<file path="src/rtl/seq_pattern_detector.sv">
// seq_pattern_detector: strobed serial pattern matcher with match counter, optional stop limit and window display
module seq_pattern_detector #(
  parameter int LEN = 4,
  parameter logic [LEN-1:0] PATTERN = 4'b1101,
  parameter int CNT_W = 8,
  parameter bit OVERLAP = 1'b1
) (
  input  logic             clk,
  input  logic             rst,
  input  logic             en,
  input  logic             din,
  input  logic             clr,
  input  logic [CNT_W-1:0] limit,
  output logic [LEN-1:0]   window,
  output logic             match,
  output logic [CNT_W-1:0] match_cnt,
  output logic             done,
  output logic             busy
);
  localparam int FW = $clog2(LEN + 1);
  typedef enum logic [1:0] {FILL, RUN, HOLD} state_t;
  state_t           state_q, state_d;
  logic [LEN-1:0]   window_q, window_d;
  logic [FW-1:0]    fill_q, fill_d;
  logic [CNT_W-1:0] cnt_q, cnt_d, cnt_inc;
  logic             match_q, match_d, done_q, done_d;
  logic [LEN-1:0]   shifted;
  logic             sample, valid, hit;
  assign shifted = {window_q[LEN-2:0], din};
  assign sample  = en && state_q != HOLD;
  // the edge that brings in the LEN-th bit already counts as a full window
  assign valid   = state_q == RUN || (state_q == FILL && fill_q == FW'(LEN - 1));
  assign hit     = sample && valid && shifted == PATTERN;
  assign cnt_inc = &cnt_q ? cnt_q : cnt_q + 1'b1;
  always_comb begin
    state_d  = state_q;
    window_d = window_q;
    fill_d   = fill_q;
    cnt_d    = cnt_q;
    match_d  = 1'b0;
    done_d   = done_q;
    if (sample) begin
      window_d = shifted;
      fill_d   = state_q == FILL ? fill_q + 1'b1 : fill_q;
      state_d  = valid ? RUN : FILL;
    end
    if (hit) begin
      match_d = 1'b1;
      cnt_d   = cnt_inc;
      if (!OVERLAP) begin
        fill_d  = '0;
        state_d = FILL;
      end
      if (limit != '0 && cnt_inc >= limit) begin
        done_d  = 1'b1;
        state_d = HOLD;
      end
    end
    if (clr) begin
      state_d  = FILL;
      window_d = '0;
      fill_d   = '0;
      cnt_d    = '0;
      match_d  = 1'b0;
      done_d   = 1'b0;
    end
  end
  always_ff @(posedge clk) begin
    if (rst) begin
      state_q  <= FILL;
      window_q <= '0;
      fill_q   <= '0;
      cnt_q    <= '0;
      match_q  <= 1'b0;
      done_q   <= 1'b0;
    end else begin
      state_q  <= state_d;
      window_q <= window_d;
      fill_q   <= fill_d;
      cnt_q    <= cnt_d;
      match_q  <= match_d;
      done_q   <= done_d;
    end
  end
  assign window    = window_q;
  assign match     = match_q;
  assign match_cnt = cnt_q;
  assign done      = done_q;
  assign busy      = state_q == RUN;
endmodule

</file>
<file path="config.mk">
export PLATFORM = sky130hd
export DESIGN_NAME = seq_pattern_detector
export DESIGN_NICKNAME = d
export VERILOG_FILES = /design/src/rtl/seq_pattern_detector.sv
export SDC_FILE = /design/constraint.sdc
export NUM_CORES = 1
export LEC_CHECK = 0
export CORE_MARGIN = 3
export CORE_UTILIZATION = 53
export CTS_BUF_LIST = sky130_fd_sc_hd__clkbuf_16
export DETAILED_ROUTE_END_ITERATION = 12
export GPL_TIMING_DRIVEN = 0
export PLACE_DENSITY_LB_ADDON = 0.12
export REMOVE_ABC_BUFFERS = 1
export SLEW_MARGIN = 0
export SYNTH_ARGS = -nofsm -noshare
export SYNTH_HDL_FRONTEND = slang
export SYNTH_SLANG_ARGS = --single-unit
</file>
<file path="constraint.sdc">
create_clock -name clk -period 7 [get_ports clk]
set_clock_uncertainty 0.15 [all_clocks]
set_input_delay 1.4 -clock clk [delete_from_list [all_inputs] [get_ports clk]]
set_output_delay 1.4 -clock clk [all_outputs]
set_load 0.005 [all_outputs]
</file>
==> out/qor.yml, run 1 <==
period_minus_slack_ns: 3.17
start_util_pct: 58.5
via_count: 1093
synthTopCellsByCount: "21 x nor2_1, 19 x dfxtp_1, 12 x nand2_1"
synthDistinctLibCells: 41
cp_max_fo: 3
synth_area_leaders: "dfxtp_1 32%, ha_1 12%, nor2_1 6.6%"
final-setup-viol-count: 0
drv_slew: 0
root_buffer: "clkbuf_16"
hold_path_class: "reg2reg"
synth.most_common_cell: "nor2_1"
first_pass_iters: 4
num-fill-cells: 166
worst_hold_path.num_cells: 2
multi_input_area_um2: 747
utilization_pct: 76.0
arrival_ns: 3.21
yosysWarningCount: 0
period_share_pct: 45.2
irDropWorstVdd_uv: 100
clk_path_buf_depth: 2
ys_seq_area_share_pct: 31.8
synth_area_um2: 1190
regArea_um2: 380
drt.antenna.violating_nets: 0
leakage_nw: 0.643
max_cap_violations: 0
htreeDepth: 1
worst_pin_slew_ns: 0.776
portBuffers: 27
post_cts_resized: 0
drc: 0
yosysTopAreaCell: "dfxtp_1"
clk_pin_slew_ns: 0.05
max_slew_margin_pct: 47.9
worst_setup_path_end_kind: "register"
place_congestion: 0.843
synth_top_cell_area_share_pct: 31.8
postCtsHoldBufs: 0
cts_tree: "built"
ys.flop_type: "dfxtp_1"
crit_path_start_kind: "input pin"
drive_gt1_share_pct: 7.60
synthArstFlopShare_pct: 0
cts_buffers: 3
dp_hpwl_um: 1930
antenna_cells: 0
wl_per_cell_um: 13.4
rsz0062_at_grt: "no"
die_w_um: 53.5
fin_setup_tns_ns: 0
first_global_vias: 1014
die_area_um2: 2860
die_y_um: 53.5
reg2regPathDepth: 10
coreArea_um2: 2040
p_per_area_nw_per_um2: 158
synth_edf_count: 0
insertion_delay_ns: 0.25
syn_inst: 145
grt.overflow.total: 0
hold_viol_final: 0
grt_max_degree: 17
nNetsFinal: 196
holdWs_ns: 0.310
drt_iter0_drc: 20
grtUsageTotal_pct: 21.7
outcome: "completed"
fmax_mhz: 316
antenna_found_initial: 0
post-cts-setup-buffers: 0
synth-seq-cells: 19
routed_wl_um: 2650
viasPerCell: 5.52
core.rowCount: 16
grt_pass1_wl_um: 4490
cts.sinks: 19
pin_count: 28
syn_area_per_cell_um2: 8.24
syn2layout_area_growth_pct: 29.9
critPathKind: "in2reg"
worstPathRequired_ns: 7.04
[kinds of logic (layout without fill, tap and decap cells)]
kind of cell | Yosys count | in the layout | share of synthesized area, %
XOR/XNOR | 2 | 2 | 1.47
flip-flops | 19 | 19 | 31.8
adder cells (fa/ha/maj) | 11 | 11 | 11.5
multiplexers | 5 | 5 | 4.29
buffers and inverters | 16 | 42 | 5.65
AO/OA/AOI/OAI | 32 | 32 | 18.2
AND/OR/NAND/NOR | 60 | 60 | 27.0
[registers in the layout (all words and copies together) (netlist names)]
register,flops
done,1
fill_q,3
match,1
match_cnt,8
state_q,2
window,4
[cell usage in the layout, fill, tap and decap left out, drive strengths merged, types with 4 or more instances in the layout]
cell,synthesis,layout
mux2i,4,4
nand2,12,12
dfxtp,19,19
a21oi,7,7
ha,11,11
and3,4,4
o21ai,10,10
clkdlybuf4s50,0,27
inv,11,11
nand3,6,6
nor2,21,21
[where the power goes]
group | switching (W) | internal (W)
combinational | 0.00000870 | 0.0000102
sequential | 0.000000607 | 0.000109
clock | 0.0000399 | 0.0000765
total | 0.0000492 | 0.000196
[metrics by stage]
step	power (W)	std cells	area, um^2	setup WS [ns]
global route	0.000254	198	1550	3.73
finish	0.000245	198	1550	3.83
detailed placement	0.000131	194	1470	3.64
CTS	0.000246	198	1550	3.83
global placement	0.000130	194	1470	3.64
floorplan	0.000120	140	1170	4.25
[routing by layer]
layer,share of wire [%],global-route usage (%)
met1,46,28.7
met3,5.1,5.35
met5,0,0
met4,1.1,7.23
met2,48,33.9
[final cells by class]
| class | count | area share (%) |
|---|---|---|
| clock buffers | 3 | 4.83 |
| clock inverters | 1 | 0.322 |
| inverters | 11 | 2.66 |
| multi-input cells | 110 | 48.1 |
| flip-flops and latches | 19 | 24.5 |
| well taps | 27 | 2.18 |
| repair buffers | 27 | 17.4 |
[final timing paths]
check / startpoint / endpoint / slack, ns
min: done / done / 0.31
max: limit[2] / state_q[0] / 3.83
max reg2reg: match_cnt[0] / state_q[0] / 4.12
min reg2reg: done / done / 0.31
[worst max-delay path, stage by stage]
cell and delay [ns]:
clkdlybuf4s50_1 0.49, inv_1 0.05, ha_1 0.30, a211oi_1 0.26
o21ai_0 0.13, a41oi_1 0.40, o311a_1 0.19
(Power assumes the default switching activity.)
==> run 2, diff against run 1 <==
--- a/config.mk
+++ b/config.mk
@@ -6,7 +6,7 @@
 export NUM_CORES = 1
 export LEC_CHECK = 0
 export CORE_MARGIN = 3
-export CORE_UTILIZATION = 53
+export CORE_UTILIZATION = 44
 export CTS_BUF_LIST = sky130_fd_sc_hd__clkbuf_16
 export DETAILED_ROUTE_END_ITERATION = 12
 export GPL_TIMING_DRIVEN = 0
==> constraint.sdc (replaced) <==
create_clock -name clk -period 2.76 [get_ports clk]
set_clock_uncertainty 0.15 [all_clocks]
set_input_delay 0.552 -clock clk [delete_from_list [all_inputs] [get_ports clk]]
set_output_delay 0.552 -clock clk [all_outputs]
set_load 0.005 [all_outputs]
==> out/qor.yml, run 2 (synthesized netlist as in run 1, its figures left out) <==
postCtsHoldBufs: 0
portBuffers: 27
insertion_delay_ns: 0.25
antenna_found_initial: 0
antenna_cells: 0
hold_viol_final: 0
start_util_pct: 47.4
nNetsFinal: 196
final_area_um2: 1590
irDropWorstVdd_uv: 498
max_slew_margin_pct: 49.4
cts_buffers: 3
cts.sinks: 19
drv_slew: 0
hold_path_class: "reg2reg"
clk_pin_slew_ns: 0.05
crit_chain: "and3_2 -> and3_2 -> nand3_1 -> mux2_2 -> ha_1 -> nand2_1 -> nor2_1 -> a41oi_2 -> o311a_1"
drt.antenna.violating_nets: 0
syn2layout_area_growth_pct: 33.4
drive_gt1_share_pct: 12.3
worstPathRequired_ns: 2.74
wl_per_cell_um: 13.4
cts_tree: "built"
core.rowCount: 18
worst_pin_slew_ns: 0.753
leakage_nw: 0.648
p_sw_share_pct: 20.5
cp_max_fo: 6
crit_path_start_kind: "register"
critPathKind: "reg2reg"
grt_pass1_wl_um: 4420
arrival_ns: 2.60
via_count: 1119
utilization_pct: 63.2
p_per_area_nw_per_um2: 392
clk_path_buf_depth: 2
critical_path.most_common_cell: "and3_2"
post-cts-setup-buffers: 0
p_seq_share_pct: 44.5
place_congestion: 0.771
placed_cell_area_um2: 1480
largest_reg_flops: 8
die_area_um2: 3380
grt.overflow.total: 0
worst_setup_path_end_kind: "register"
die_y_um: 58.1
root_buffer: "clkbuf_16"
htreeDepth: 1
coreArea_um2: 2520
first_pass_iters: 4
switchingPower_w: 0.000128
mostFrequentLayoutCell: "clkdlybuf4s50_1"
drc: 0
max_cap_violations: 0
period_share_pct: 94.7
grtUsageTotal_pct: 16.6
viasPerCell: 5.57
pin_count: 28
fin_ws_ns: 0.146
internal_power_w: 0.000497
grt_max_degree: 17
mostFrequentLayoutCells: "27 x clkdlybuf4s50_1, 21 x nor2_1, 16 x dfxtp_1"
period_minus_slack_ns: 2.61
dp_slack_ns: -0.138
outcome: "completed"
slowest_stage: "dfxtp_2"
routed_wl_um: 2690
drt_iter0_drc: 30
final-setup-viol-count: 0
p_comb_share_pct: 7.7
fmax_mhz: 383
first_global_vias: 1061
die_w_um: 58.1
dp_hpwl_um: 2050
p_clk_share_pct: 47.8
slowest_delay_ns: 0.41
run 2: cell count changes in the layout (fill, tap and decap cells not counted):
cell and delta:
nand4_4 +1, and4_4 +1, a41oi_2 +1, and3_2 +2
dfxtp_1 -3, a41oi_1 -1, and3_1 -2, dfxtp_2 +3
nand4_2 -1, ha_1 -1, ha_4 +1, and4_1 -1
run 2: layout make-up:
type / instances / area (um^2)
Clock buffer: 3 / 75.1
Fill cell: 233 / 928
Clock inverter: 1 / 5.00
Inverter: 11 / 41.3
Sequential cell: 19 / 384
Timing Repair Buffer: 27 / 270
Tap cell: 30 / 37.5
Multi-Input combinational cell: 110 / 781
run 2: routing by layer:
| layer | wire, um | vias to the layer above | GRT usage (%) |
|---|---|---|---|
| li1 | - | 575 | - |
| met1 | 1160 | 518 | 19.5 |
| met2 | 1390 | 24 | 30.8 |
| met3 | 134 | 2 | 4.68 |
| met4 | 4 | 0 | 1.99 |
| met5 | 0 | - | 0 |
run 2: path summary, 6_finish.rpt:
kind,startpoint,end,slack (ns),cells past startpoint
setup / recovery,match_cnt[0],state_q[0],0.15,9
hold / removal,done,done,0.30,2
setup reg to reg,match_cnt[0],state_q[0],0.15,9
hold reg to reg,done,done,0.30,2
run 2: power groups by stage:
stage / clock, W / sequential, W / combinational [W]
global placement: 0 / 0.000284 / 0.0000455
finish: 0.000299 / 0.000278 / 0.0000479
CTS: 0.000303 / 0.000278 / 0.0000486
detailed placement: 0 / 0.000284 / 0.0000475
floorplan: 0 / 0.000284 / 0.0000211
global route: 0.000312 / 0.000278 / 0.0000536
run 2: critical path, delay by kind of cell, from the launching register on:
family	cells	cell delay [ns]
AOI/OAI and AO/OA	2	0.53
muxes	1	0.30
and+or+nand+nor	5	0.81
adders and majority gates	1	0.30
DFF	1	0.41
run 2: timing repair:
item / CTS / global route
pin swaps: 1 / 1
endpoints found under the hold margin: 0 / 0
gates resized for setup: 1 / 10
setup endpoints to repair: 3 / 3
run 2: per-stage QoR:
stage	hold WS, ns	setup TNS (ns)	instances	power (W)
6_report	0.304	0	201	0.000625
4_1_cts	0.306	0	201	0.000629
3_5_place_dp	0.295	-0.345	197	0.000332
5_1_grt	0.333	-0.00343	201	0.000644
3_3_place_gp	0.290	-0.215	197	0.000329
2_1_floorplan	0.304	0	140	0.000305
